[src/rtl/bcd_pkg.sv]
// bcd_pkg: shared types and helpers for the BCD occupancy counter.
//   bcd_digit_t  - one decade (4 bits, 0..9)
//   bcd_vec_t    - packed BCD vector sized for the widest supported count
//   to_bcd()     - constant-foldable binary -> packed BCD conversion
package bcd_pkg;

  localparam int MAX_DIGITS = 4;

  typedef logic [3:0]              bcd_digit_t;
  typedef logic [4*MAX_DIGITS-1:0] bcd_vec_t;

  localparam bcd_digit_t BCD_MAX = 4'd9;
  localparam bcd_digit_t BCD_MIN = 4'd0;

  // Digit 0 lands in bits [3:0]; decades above 'digits' stay zero.
  function automatic bcd_vec_t to_bcd(input int value, input int digits);
    bcd_vec_t r;
    int       v;
    r = '0;
    v = value;
    for (int i = 0; i < MAX_DIGITS; i++) begin
      if (i < digits) begin
        r[4*i +: 4] = 4'(v % 10);
        v = v / 10;
      end
    end
    return r;
  endfunction

endpackage

[src/rtl/bcd_digit.sv]
// bcd_digit: one BCD decade of the occupancy counter.
//   clk        - rising-edge clock
//   ld         - synchronous load (clear / wrap), overrides en
//   ld_val     - value taken on ld
//   en         - step this decade by one
//   up         - step direction, 1 = increment, 0 = decrement
//   digit      - registered decade value, always 0..9
//   carry_out  - en & up & digit==9  (combinational, feeds next en)
//   borrow_out - en & ~up & digit==0 (combinational, feeds next en)
module bcd_digit
  import bcd_pkg::*;
(
  input  logic       clk,
  input  logic       ld,
  input  bcd_digit_t ld_val,
  input  logic       en,
  input  logic       up,
  output bcd_digit_t digit,
  output logic       carry_out,
  output logic       borrow_out
);

  bcd_digit_t digit_q, digit_d;

  assign carry_out  = en &  up & (digit_q == BCD_MAX);
  assign borrow_out = en & ~up & (digit_q == BCD_MIN);

  always_comb begin
    digit_d = digit_q;
    if (ld) begin
      digit_d = ld_val;
    end else if (en) begin
      if (up) digit_d = (digit_q == BCD_MAX) ? BCD_MIN : digit_q + 4'd1;
      else    digit_d = (digit_q == BCD_MIN) ? BCD_MAX : digit_q - 4'd1;
    end
  end

  always_ff @(posedge clk) digit_q <= digit_d;

  assign digit = digit_q;

endmodule

[src/rtl/bcd_occupancy_counter.sv]
// bcd_occupancy_counter: bounded multi-decade BCD up/down occupancy count.
//   clk     - rising-edge clock
//   reset   - synchronous active-high reset
//   clr     - synchronous clear, same effect as reset
//   incr    - vehicle-entered pulse
//   decr    - vehicle-exited pulse
//   bcd     - registered count, digit 0 in [3:0]
//   full    - count == CAPACITY
//   empty   - count == 0
//   ovf_err - sticky, incr seen while full
//   unf_err - sticky, decr seen while empty
// Build option: define BCDCNT_WRAP_EN to wrap at the bounds (full->0,
// empty->CAPACITY) instead of saturating; error flags are set either way.
module bcd_occupancy_counter
  import bcd_pkg::*;
#(
  parameter int DIGITS   = 2,
  parameter int CAPACITY = 25
) (
  input  logic                clk,
  input  logic                reset,
  input  logic                clr,
  input  logic                incr,
  input  logic                decr,
  output logic [4*DIGITS-1:0] bcd,
  output logic                full,
  output logic                empty,
  output logic                ovf_err,
  output logic                unf_err
);

  if (DIGITS < 1 || DIGITS > MAX_DIGITS) begin : g_bad_digits
    $error("bcd_occupancy_counter: DIGITS must be 1..4");
  end
  if (CAPACITY < 1 || CAPACITY > 10**DIGITS - 1) begin : g_bad_cap
    $error("bcd_occupancy_counter: CAPACITY out of range for DIGITS");
  end

  localparam bcd_vec_t            CAP_BCD_ALL = to_bcd(CAPACITY, DIGITS);
  localparam logic [4*DIGITS-1:0] CAP_BCD     = CAP_BCD_ALL[4*DIGITS-1:0];

  logic [4*DIGITS-1:0] bcd_q;
  logic [DIGITS:0]     en_chain;
  logic [DIGITS-1:0]   carry, borrow;
  logic                ovf_q, ovf_d, unf_q, unf_d;
  logic                tick, sign, clear;
  logic                refuse_up, refuse_dn;
  logic                ld;
  logic [4*DIGITS-1:0] ld_val;

  // Flags decode straight from registered digits, so they line up with bcd.
  assign full  = (bcd_q == CAP_BCD);
  assign empty = (bcd_q == '0);

  always_comb begin
    tick        = incr ^ decr;       // both high cancels
    sign        = incr;
    clear       = reset | clr;
    refuse_up   = tick &  sign & full;
    refuse_dn   = tick & ~sign & empty;
    en_chain[0] = tick & ~refuse_up & ~refuse_dn & ~clear;
    ld          = clear;
    ld_val      = '0;
`ifdef BCDCNT_WRAP_EN
    if (!clear && refuse_up) begin
      ld     = 1'b1;
      ld_val = '0;
    end else if (!clear && refuse_dn) begin
      ld     = 1'b1;
      ld_val = CAP_BCD;
    end
`endif
    ovf_d = clear ? 1'b0 : (ovf_q | refuse_up);
    unf_d = clear ? 1'b0 : (unf_q | refuse_dn);
  end

  for (genvar g = 0; g < DIGITS; g++) begin : g_dig
    bcd_digit u_digit (
      .clk       (clk),
      .ld        (ld),
      .ld_val    (ld_val[4*g +: 4]),
      .en        (en_chain[g]),
      .up        (sign),
      .digit     (bcd_q[4*g +: 4]),
      .carry_out (carry[g]),
      .borrow_out(borrow[g])
    );
    // Ripple: a decade rolling over steps the next one in the same cycle.
    assign en_chain[g+1] = carry[g] | borrow[g];
  end

  always_ff @(posedge clk) begin
    if (reset) begin
      ovf_q <= 1'b0;
      unf_q <= 1'b0;
    end else begin
      ovf_q <= ovf_d;
      unf_q <= unf_d;
    end
  end

  assign bcd     = bcd_q;
  assign ovf_err = ovf_q;
  assign unf_err = unf_q;

endmodule

[config.mk]
export PLATFORM = sky130hd
export DESIGN_NAME = bcd_occupancy_counter
export DESIGN_NICKNAME = d
export VERILOG_FILES = /design/src/rtl/bcd_pkg.sv /design/src/rtl/bcd_digit.sv /design/src/rtl/bcd_occupancy_counter.sv
export SDC_FILE = /design/constraint.sdc
export NUM_CORES = 1
export LEC_CHECK = 0
export ABC_AREA = 0
export BUFFER_PORTS_ARGS = -buffer_cell sky130_fd_sc_hd__buf_2
export CELL_PAD_IN_SITES_DETAIL_PLACEMENT = 1
export CELL_PAD_IN_SITES_GLOBAL_PLACEMENT = 2
export CORE_ASPECT_RATIO = 0.6
export CORE_MARGIN = 4
export CORE_UTILIZATION = 34
export DETAILED_ROUTE_END_ITERATION = 12
export PLACE_DENSITY_LB_ADDON = 0.2
export SLEW_MARGIN = 10
export SYNTH_ARGS = -nofsm -noshare
export SYNTH_HDL_FRONTEND = slang
export SYNTH_HIERARCHICAL = 1
export SYNTH_SLANG_ARGS = --single-unit
[constraint.sdc]
create_clock -name clk -period 4.1 [get_ports clk]
set_input_delay 0.41 -clock clk [delete_from_list [all_inputs] [get_ports clk]]
set_output_delay 0.41 -clock clk [all_outputs]
set_load 0.03 [all_outputs]
==> run metrics, run 1 <==
outcome=finished, final reports clean; routed via count=753; Hold Slack=between 0.4 and 0.5 ns; Post-Place Setup Slack=1.589 ns; most frequent cells in the layout=buf_2, nand2_1, inv_1, conb_1, edfxtp_1; Tot GR Track Use=13.98%; Total Wirelength=between 1500 and 2000 um; Pleak=between 0.3 and 0.4 nW; Vias/cell=roughly 5.3; Initial Util=between 30% and 40%; antenna violations before repair=0; unrepaired setup endpoints after global routing=false; maximum clock frequency=409.3 MHz; Core Box Area=0.002212 mm^2; fin cells=approximately 140; met3 Use GR=about 5.5%; I/O Buffers=16; DRT Pass-1 Iters=3; WL/cell=13.92 um; total CTS buffers=3; Chip Width=slightly above 70 um; net total in the final layout=between 100 and 150; grt met2 use=around 19%; Post-Place Cells=138; Total Neg Setup Slack=0 ns; Sink Count=10; Worst Skew=between 0.005 and 0.006 ns; area growth from synthesis to layout=18.45%; starting DRC count in detailed routing=16; Worst-Skew Late Latency=0.24 ns; Peak VDD IR=around 0.18 mV; yosys warns=6; DIE HEIGHT=approximately 46 um; fin crit share=between 50% and 60%; GR Layer Usage met1=20.62%; CP endpoint kind=flip-flop; RePlAce Congestion=0.7961; Max Slew Vio Count=0; final worst slack=1.657 ns; Core Rows=13; vias in the first global route=676; most common cell after layout, fill and taps aside=buf_2; Post-CTS Setup Inserts=0; synthesized netlist cell count=between 90 and 100; CTS tree=done; total power draw=~0.33 mW; maximum fanout along the worst path=14; CTS resizes=0; Worst R2R Setup Slack=between 1.5 and 2 ns; overflow left after global routing=0; share of layout cells above drive strength 1=a little under a quarter; worst hold stages=2; CTS root buffer=clkbuf_8; HPWL Detailed=about 1400 um; Max Root-Sink Buffers=2; DIE AREA=~0.0032 mm^2; syn_area_per_cell=about 8.9 um^2; # DRC=0; minimum clock period=roughly 2.4 ns; crit start category=flip-flop; DRT antenna net count=0; utilization after layout=43.21%; I/O Pins=17; finished layout cell area=~960 um^2; Final Setup Violations=0; Setup Crit Path Kind=reg -> reg; busiest metal layer after global routing=met1; DP Area=910.9 um^2; Netlist Area Pre-Place=between 800 and 900 um^2; clk slew on worst S/H paths=about 0.050 ns; ant diodes=0; Max-cap violations=0; hold buffers post-CTS=0; pin count of the biggest net entering global routing=26; Hold Violations, Final=0; power per cell area=around 340 mW/mm^2; global-route wire length before repair=approximately 3500 um; H-tree levels=1; worst-case reg-to-reg path depth=6; Worst Path Required=4.08 ns; worst endpoint data arrival time=between 2 and 2.5 ns; HP Class=reg -> reg
==> critical path, stage by stage (launching register included) <==
cell and delay [ns]:
edfxtp_1 0.60, or4b_4 0.64, nand2_1 0.10, a311oi_1 0.12, nor4b_1 0.17, or2_1 0.23
or2_2 0.33
==> report_power, final <==
part | switching (mW) | leakage [nW] | internal, mW
Combinational | 0.0471 | 0.274 | 0.0277
Sequential | 0.0241 | 0.0979 | 0.121
Clock | 0.0406 | 0.0231 | 0.0658
Total | 0.112 | 0.395 | 0.215
==> per-layer routing <==
layer | routed length [um] | share of wire (%) | vias up
met5 | 0 | 0 | -
met4 | 0 | 0 | 0
met3 | 122 | 6.2 | 0
met2 | 779 | 39 | 16
met1 | 1075 | 54 | 364
li1 | - | - | 373
==> final cells by class <==
cell class / instances / area (um^2)
multi-input combinational: 73 / 479.2
timing repair buffer: 16 / 80.08
clock inverter: 1 / 3.754
clock buffer: 3 / 41.29
fill: 289 / 1256
sequential: 10 / 280.3
tap: 30 / 37.54
inverter: 9 / 33.78
==> state kept, by name, summed over array words and instances, names as in the netlist <==
| name | cells |
|---|---|
| ovf_err | 1 |
| unf_err | 1 |
| g_dig.u_digit/digit | 8 |
==> worst paths after layout <==
kind,startpoint,endpoint
setup reg to reg,g_dig[0].u_digit/digit[0]$_DFFE_PP_,g_dig[1].u_digit/digit[3]$_DFFE_PP_
hold / removal,ovf_err$_SDFF_PP0_,ovf_err$_SDFF_PP0_
hold reg to reg,ovf_err$_SDFF_PP0_,ovf_err$_SDFF_PP0_
setup / recovery,g_dig[0].u_digit/digit[0]$_DFFE_PP_,g_dig[1].u_digit/digit[3]$_DFFE_PP_
Note: power is estimated with default switching activity, not from simulation.
==> run 2, diff against run 1 <==
CORE_UTILIZATION = 31   (was 34)
clock period = 2.4 ns   (was 4.1 ns; I/O delays follow)
==> run 2 against run 1 <==
Net effect:
- total power increased by 76%
- die area increased by 8.3%
- global-route usage increased by 0.84 points
- fmax increased by 12%
- final area increased by 5.0%
- combinational power increased by 120%
- critical path depth unchanged
- register-to-register slack got worse by 1.4 ns
- clock skew increased by 0.0010 ns
- largest power group unchanged
==> run metrics, run 2 (synthesis results as in run 1) <==
outcome=finished, final reports clean; total CTS buffers=3 (unchanged); maximum clock frequency=458.2 MHz (+12%); vias in the first global route=760 (+12%); net total in the final layout=126 (+5.0%); grt met2 use=21.83% (+2.5 points); most frequent cells in the layout=buf_2, nand2_1, inv_1, conb_1, edfxtp_1; Sink Count=10 (unchanged); share of layout cells above drive strength 1=27.12% (+3.9 points); busiest metal layer after global routing=met2; Post-Place Cells=146 (+5.8%); Hold Violations, Final=0 (unchanged); Setup Crit Path Kind=reg -> reg; critical-path cell list=or4b_4 -> nand2_1 -> a311oi_1 -> nor4b_1 -> or2_1 -> or2_2; total power draw=0.5744 mW (+76%); worst endpoint data arrival time=2.17 ns (-0.25 ns); ant diodes=0 (unchanged); GR Layer Usage met1=21.59% (+0.98 points); maximum fanout along the worst path=4 (-10); Max Slew Vio Count=0 (unchanged); Worst-Skew Late Latency=0.24 ns (about the same); starting DRC count in detailed routing=51 (+35); Worst R2R Setup Slack=0.22 ns (-1.44 ns); utilization after layout=40.34% (-2.9 points); Core Rows=14 (+1); hold buffers post-CTS=0 (unchanged); fin cells=150 (+5.6%); unrepaired setup endpoints after global routing=false; CTS resizes=0 (unchanged); I/O Buffers=16 (unchanged); HP Class=in -> reg; minimum clock period=2.182 ns (-0.2607 ns); overflow left after global routing=0 (unchanged); Final Setup Violations=0 (unchanged); met3 Use GR=4.403% (-1.1 points); Hold Path Sink=ovf_err$_SDFF_PP0_; fin crit share=90.94% (+31 points); DRT antenna net count=0 (unchanged); Worst Path Required=2.39 ns (-1.69 ns); Post-CTS Setup Inserts=0 (unchanged); final worst slack=0.2175 ns (-1.439 ns); area growth from synthesis to layout=24.34%; finished layout cell area=0.001003 mm^2 (+5.0%); routed via count=769 (+2.1%); H-tree levels=1 (unchanged); WL/cell=15.69 um (+13%); DIE HEIGHT=47.52 um (+3.9%); Pleak=0.4239 nW (+7.2%); # DRC=0 (unchanged); Worst Skew=0.006562 ns (+0.001021 ns); CTS tree=done; CTS root buffer=clkbuf_8; Hold Slack=0.3149 ns (-0.1314 ns); Total Wirelength=2353 um (+19%); clk slew on worst S/H paths=0.05 ns (about the same); Max-cap violations=0 (unchanged); Chip Width=73.87 um (+4.2%); Reg-to-Reg End=g_dig[1].u_digit/digit[3]$_DFFE_PP_; DIE AREA=0.003510 mm^2 (+8.3%); HPWL Detailed=1790 um (+25%); worst hold stages=4 (+2); Vias/cell=5.127 (-3.3%); DRT Pass-1 Iters=4 (+1); Worst Setup SP=g_dig[0].u_digit/digit[0]$_DFFE_PP_; Initial Util=32.44% (-4.0 points); global-route wire length before repair=3857 um (+12%); max FFs per register=8 (unchanged); Total Neg Setup Slack=0 ns (unchanged); worst stage delay on the critical path=0.57 ns (-0.07 ns); pin count of the biggest net entering global routing=25 (-3.8%); CP delay by family, top=simple AND/OR/NAND/NOR gates; antenna violations before repair=0 (unchanged); Tot GR Track Use=14.82% (+0.84 points); CP max-delay cell=or4b_4; DP Area=958.4 um^2 (+5.2%); R2R Path Start=g_dig[0].u_digit/digit[0]$_DFFE_PP_; worst-case reg-to-reg path depth=6 (unchanged); most common cell after layout, fill and taps aside=buf_2; power per cell area=572.4 mW/mm^2 (+67%); CP endpoint kind=flip-flop; I/O Pins=17 (unchanged); RePlAce Congestion=0.7404 (-7.0%); Post-Place Setup Slack=0.2132 ns (-1.376 ns); CP Buf/Inv Count=0 (unchanged); Peak VDD IR=0.2671 mV (+47%); Max Root-Sink Buffers=2 (unchanged); Core Box Area=0.002487 mm^2 (+12%); crit start category=flip-flop; Worst Hold Launch=reset
## run 2: cell types whose count changed in the layout (fill, tap and decap cells not counted)
cell / previous run / this run
buf_4: 0 / 6
## run 2: worst max path at each step
stage	endpoint	slack [ns]	cells past startpoint
after floorplan	g_dig[1].u_digit/digit[0]$_DFFE_PP_	0.10	6
after global placement	g_dig[1].u_digit/digit[0]$_DFFE_PP_	0.23	9
after detailed placement	g_dig[1].u_digit/digit[2]$_DFFE_PP_	0.21	9
after CTS	g_dig[1].u_digit/digit[2]$_DFFE_PP_	0.22	6
after global routing	g_dig[1].u_digit/digit[1]$_DFFE_PP_	0.14	6
final	g_dig[1].u_digit/digit[3]$_DFFE_PP_	0.22	6
## run 2: worst min-delay path, delay by kind of cell
kind | cells | cell delay [ns]
AND/OR/NAND/NOR | 2 | 0.13
AO/OA/AOI/OAI | 1 | 0.05
buffers and inverters | 1 | 0.07
## run 2: area by class of cell
cell class / count / area (um^2)
Fill cell: 321 / 1484
Multi-Input combinational cell: 73 / 479.2
Clock buffer: 3 / 41.29
Sequential cell: 10 / 280.3
Clock inverter: 1 / 3.754
Inverter: 9 / 33.78
Timing Repair Buffer: 22 / 125.1
Tap cell: 32 / 40.04
## run 2: report_power, final
group / switching, mW / internal (mW) / total, mW
Combinational: 0.107 / 0.0588 / 0.165
Sequential: 0.0240 / 0.207 / 0.231
Clock: 0.0657 / 0.112 / 0.178
## run 2: routing by layer
metal	up-vias	wire length, um	share of wire (%)
li1	387	-	-
met1	366	1291	55
met2	16	935	40
met3	0	126	5.4
met4	0	0	0
met5	-	0	0
==> run 3, diff against run 2 <==
CORE_UTILIZATION = 34   (was 31)
clock period = 2.65 ns   (was 2.4 ns; I/O delays follow)
==> run 3 against run 2 <==
Net effect:
- fmax is 0.18% lower
- wire length is 9.6% lower
- final area is 1.5% lower
- count of clock-buffer cells in the layout is 1 higher
- critical path type unchanged
- largest cell class unchanged
- largest power group unchanged
==> run metrics, run 3 (synthesis results as in run 1) <==
Worst Hold Launch=reset; total power draw=0.5460 mW (-4.9%); total CTS buffers=3 (unchanged); hold buffers post-CTS=0 (unchanged); minimum clock period=2.186 ns (+0.003832 ns); final worst slack=0.4637 ns (+0.2462 ns); antenna violations before repair=0 (unchanged); R2R Path Start=g_dig[0].u_digit/digit[0]$_DFFE_PP_; power per cell area=552.4 mW/mm^2 (-3.5%); outcome=finished, final reports clean; most frequent cells in the layout=buf_2, nand2_1, inv_1, conb_1, edfxtp_1; DP Area=933.4 um^2 (-2.6%); vias in the first global route=730 (-3.9%); Max Root-Sink Buffers=2 (unchanged); CTS resizes=0 (unchanged); CTS root buffer=clkbuf_8; Core Rows=13 (-1); fill count=280 (-13%); Pleak=0.4154 nW (-2.0%); Worst Skew=0.003751 ns (-0.002811 ns); net total in the final layout=123 (-2.4%); Tot GR Track Use=14.25% (-0.57 points); Setup Crit Path Kind=reg -> reg; routed via count=764 (-0.65%); unrepaired setup endpoints after global routing=false; Core Box Area=0.002212 mm^2 (-11%); ant diodes=0 (unchanged); DRT Pass-1 Iters=4 (unchanged); # DRC=0 (unchanged); Vias/cell=5.269 (+2.8%); Sink Count=10 (unchanged); overflow left after global routing=0 (unchanged); Initial Util=36.48% (+4.0 points); Post-Place Setup Slack=0.2943 ns (+0.08111 ns); maximum clock frequency=457.4 MHz (-0.18%); area growth from synthesis to layout=22.48%; Peak VDD IR=0.1649 mV (-38%); DIE HEIGHT=45.74 um (-3.7%); most common cell after layout, fill and taps aside=buf_2; DRT antenna net count=0 (unchanged); WL/cell=14.66 um (-6.5%); I/O Pins=17 (unchanged); CP endpoint kind=flip-flop; H-tree levels=1 (unchanged); RePlAce Congestion=0.7513 (+1.5%); Worst-Skew Late Latency=0.24 ns (about the same); Post-CTS Setup Inserts=0 (unchanged); crit start category=flip-flop; Chip Width=70.90 um (-4.0%); pin count of the biggest net entering global routing=26 (+4.0%); starting DRC count in detailed routing=32 (-37%); HPWL Detailed=1549 um (-13%); global-route wire length before repair=3553 um (-7.9%); clk slew on worst S/H paths=0.05 ns (about the same); Total Neg Setup Slack=0 ns (unchanged); maximum fanout along the worst path=4 (unchanged); fin crit share=82.50% (-8.4 points); max FFs per register=8 (unchanged); Worst Path Required=2.63 ns (+0.24 ns); HP Class=in -> reg; DIE AREA=0.003243 mm^2 (-7.6%); CTS tree=done; worst endpoint data arrival time=2.17 ns (about the same); Max Slew Vio Count=0 (unchanged); Total Wirelength=2126 um (-9.6%); Max-cap violations=0 (unchanged); Hold Violations, Final=0 (unchanged); share of layout cells above drive strength 1=26.09% (-1.0 points); finished layout cell area=988.4 um^2 (-1.5%); I/O Buffers=16 (unchanged); Worst Setup SP=g_dig[0].u_digit/digit[0]$_DFFE_PP_; Final Setup Violations=0 (unchanged)
-- run 3: routing by layer --
metal	track usage, %	share of wire (%)
met1	18.93	52
met2	23.02	42
met5	0	0
met3	5.066	5.8
met4	2.247	0
-- run 3: final timing paths --
check	end	slack, ns	depth (start not counted)
worst max-delay path	g_dig[1].u_digit/digit[2]$_DFFE_PP_	0.46	6
worst min register to register	ovf_err$_SDFF_PP0_	0.45	2
worst min-delay path	ovf_err$_SDFF_PP0_	0.33	4
worst max register to register	g_dig[1].u_digit/digit[2]$_DFFE_PP_	0.46	6
-- run 3: final cells by class --
cell class	instances	area [um^2]	share of cell area, %
repair buffers	19	102.6	10.38
well taps	30	37.54	3.797
clock buffers	4	55.05	5.570
flip-flops and latches	10	280.3	28.35
multi-input cells	73	479.2	48.48
inverters	9	33.78	3.418
-- run 3: critical path: stages, from the launching register on --
cell and delay (ns):
edfxtp_1 0.40, or4b_4 0.57, nand2_1 0.10, a311oi_1 0.13, nor4b_1 0.17, or2_1 0.23, or2_2 0.33
-- run 3: through the flow --
stage          hold slack (ns)  utilization, %  instances
2_1_floorplan           0.4704               -         98
3_3_place_gp            0.4336           42.19        141
3_5_place_dp            0.4460           42.19        141
4_1_cts                 0.3326           44.68        145
5_1_grt                 0.3701           44.68        145
6_report                0.3334           44.68        145
-- run 3: where the power goes --
| group | internal [mW] | switching [mW] |
|---|---|---|
| registers | 0.188 | 0.0221 |
| clock network | 0.131 | 0.0639 |
| logic | 0.0491 | 0.0924 |
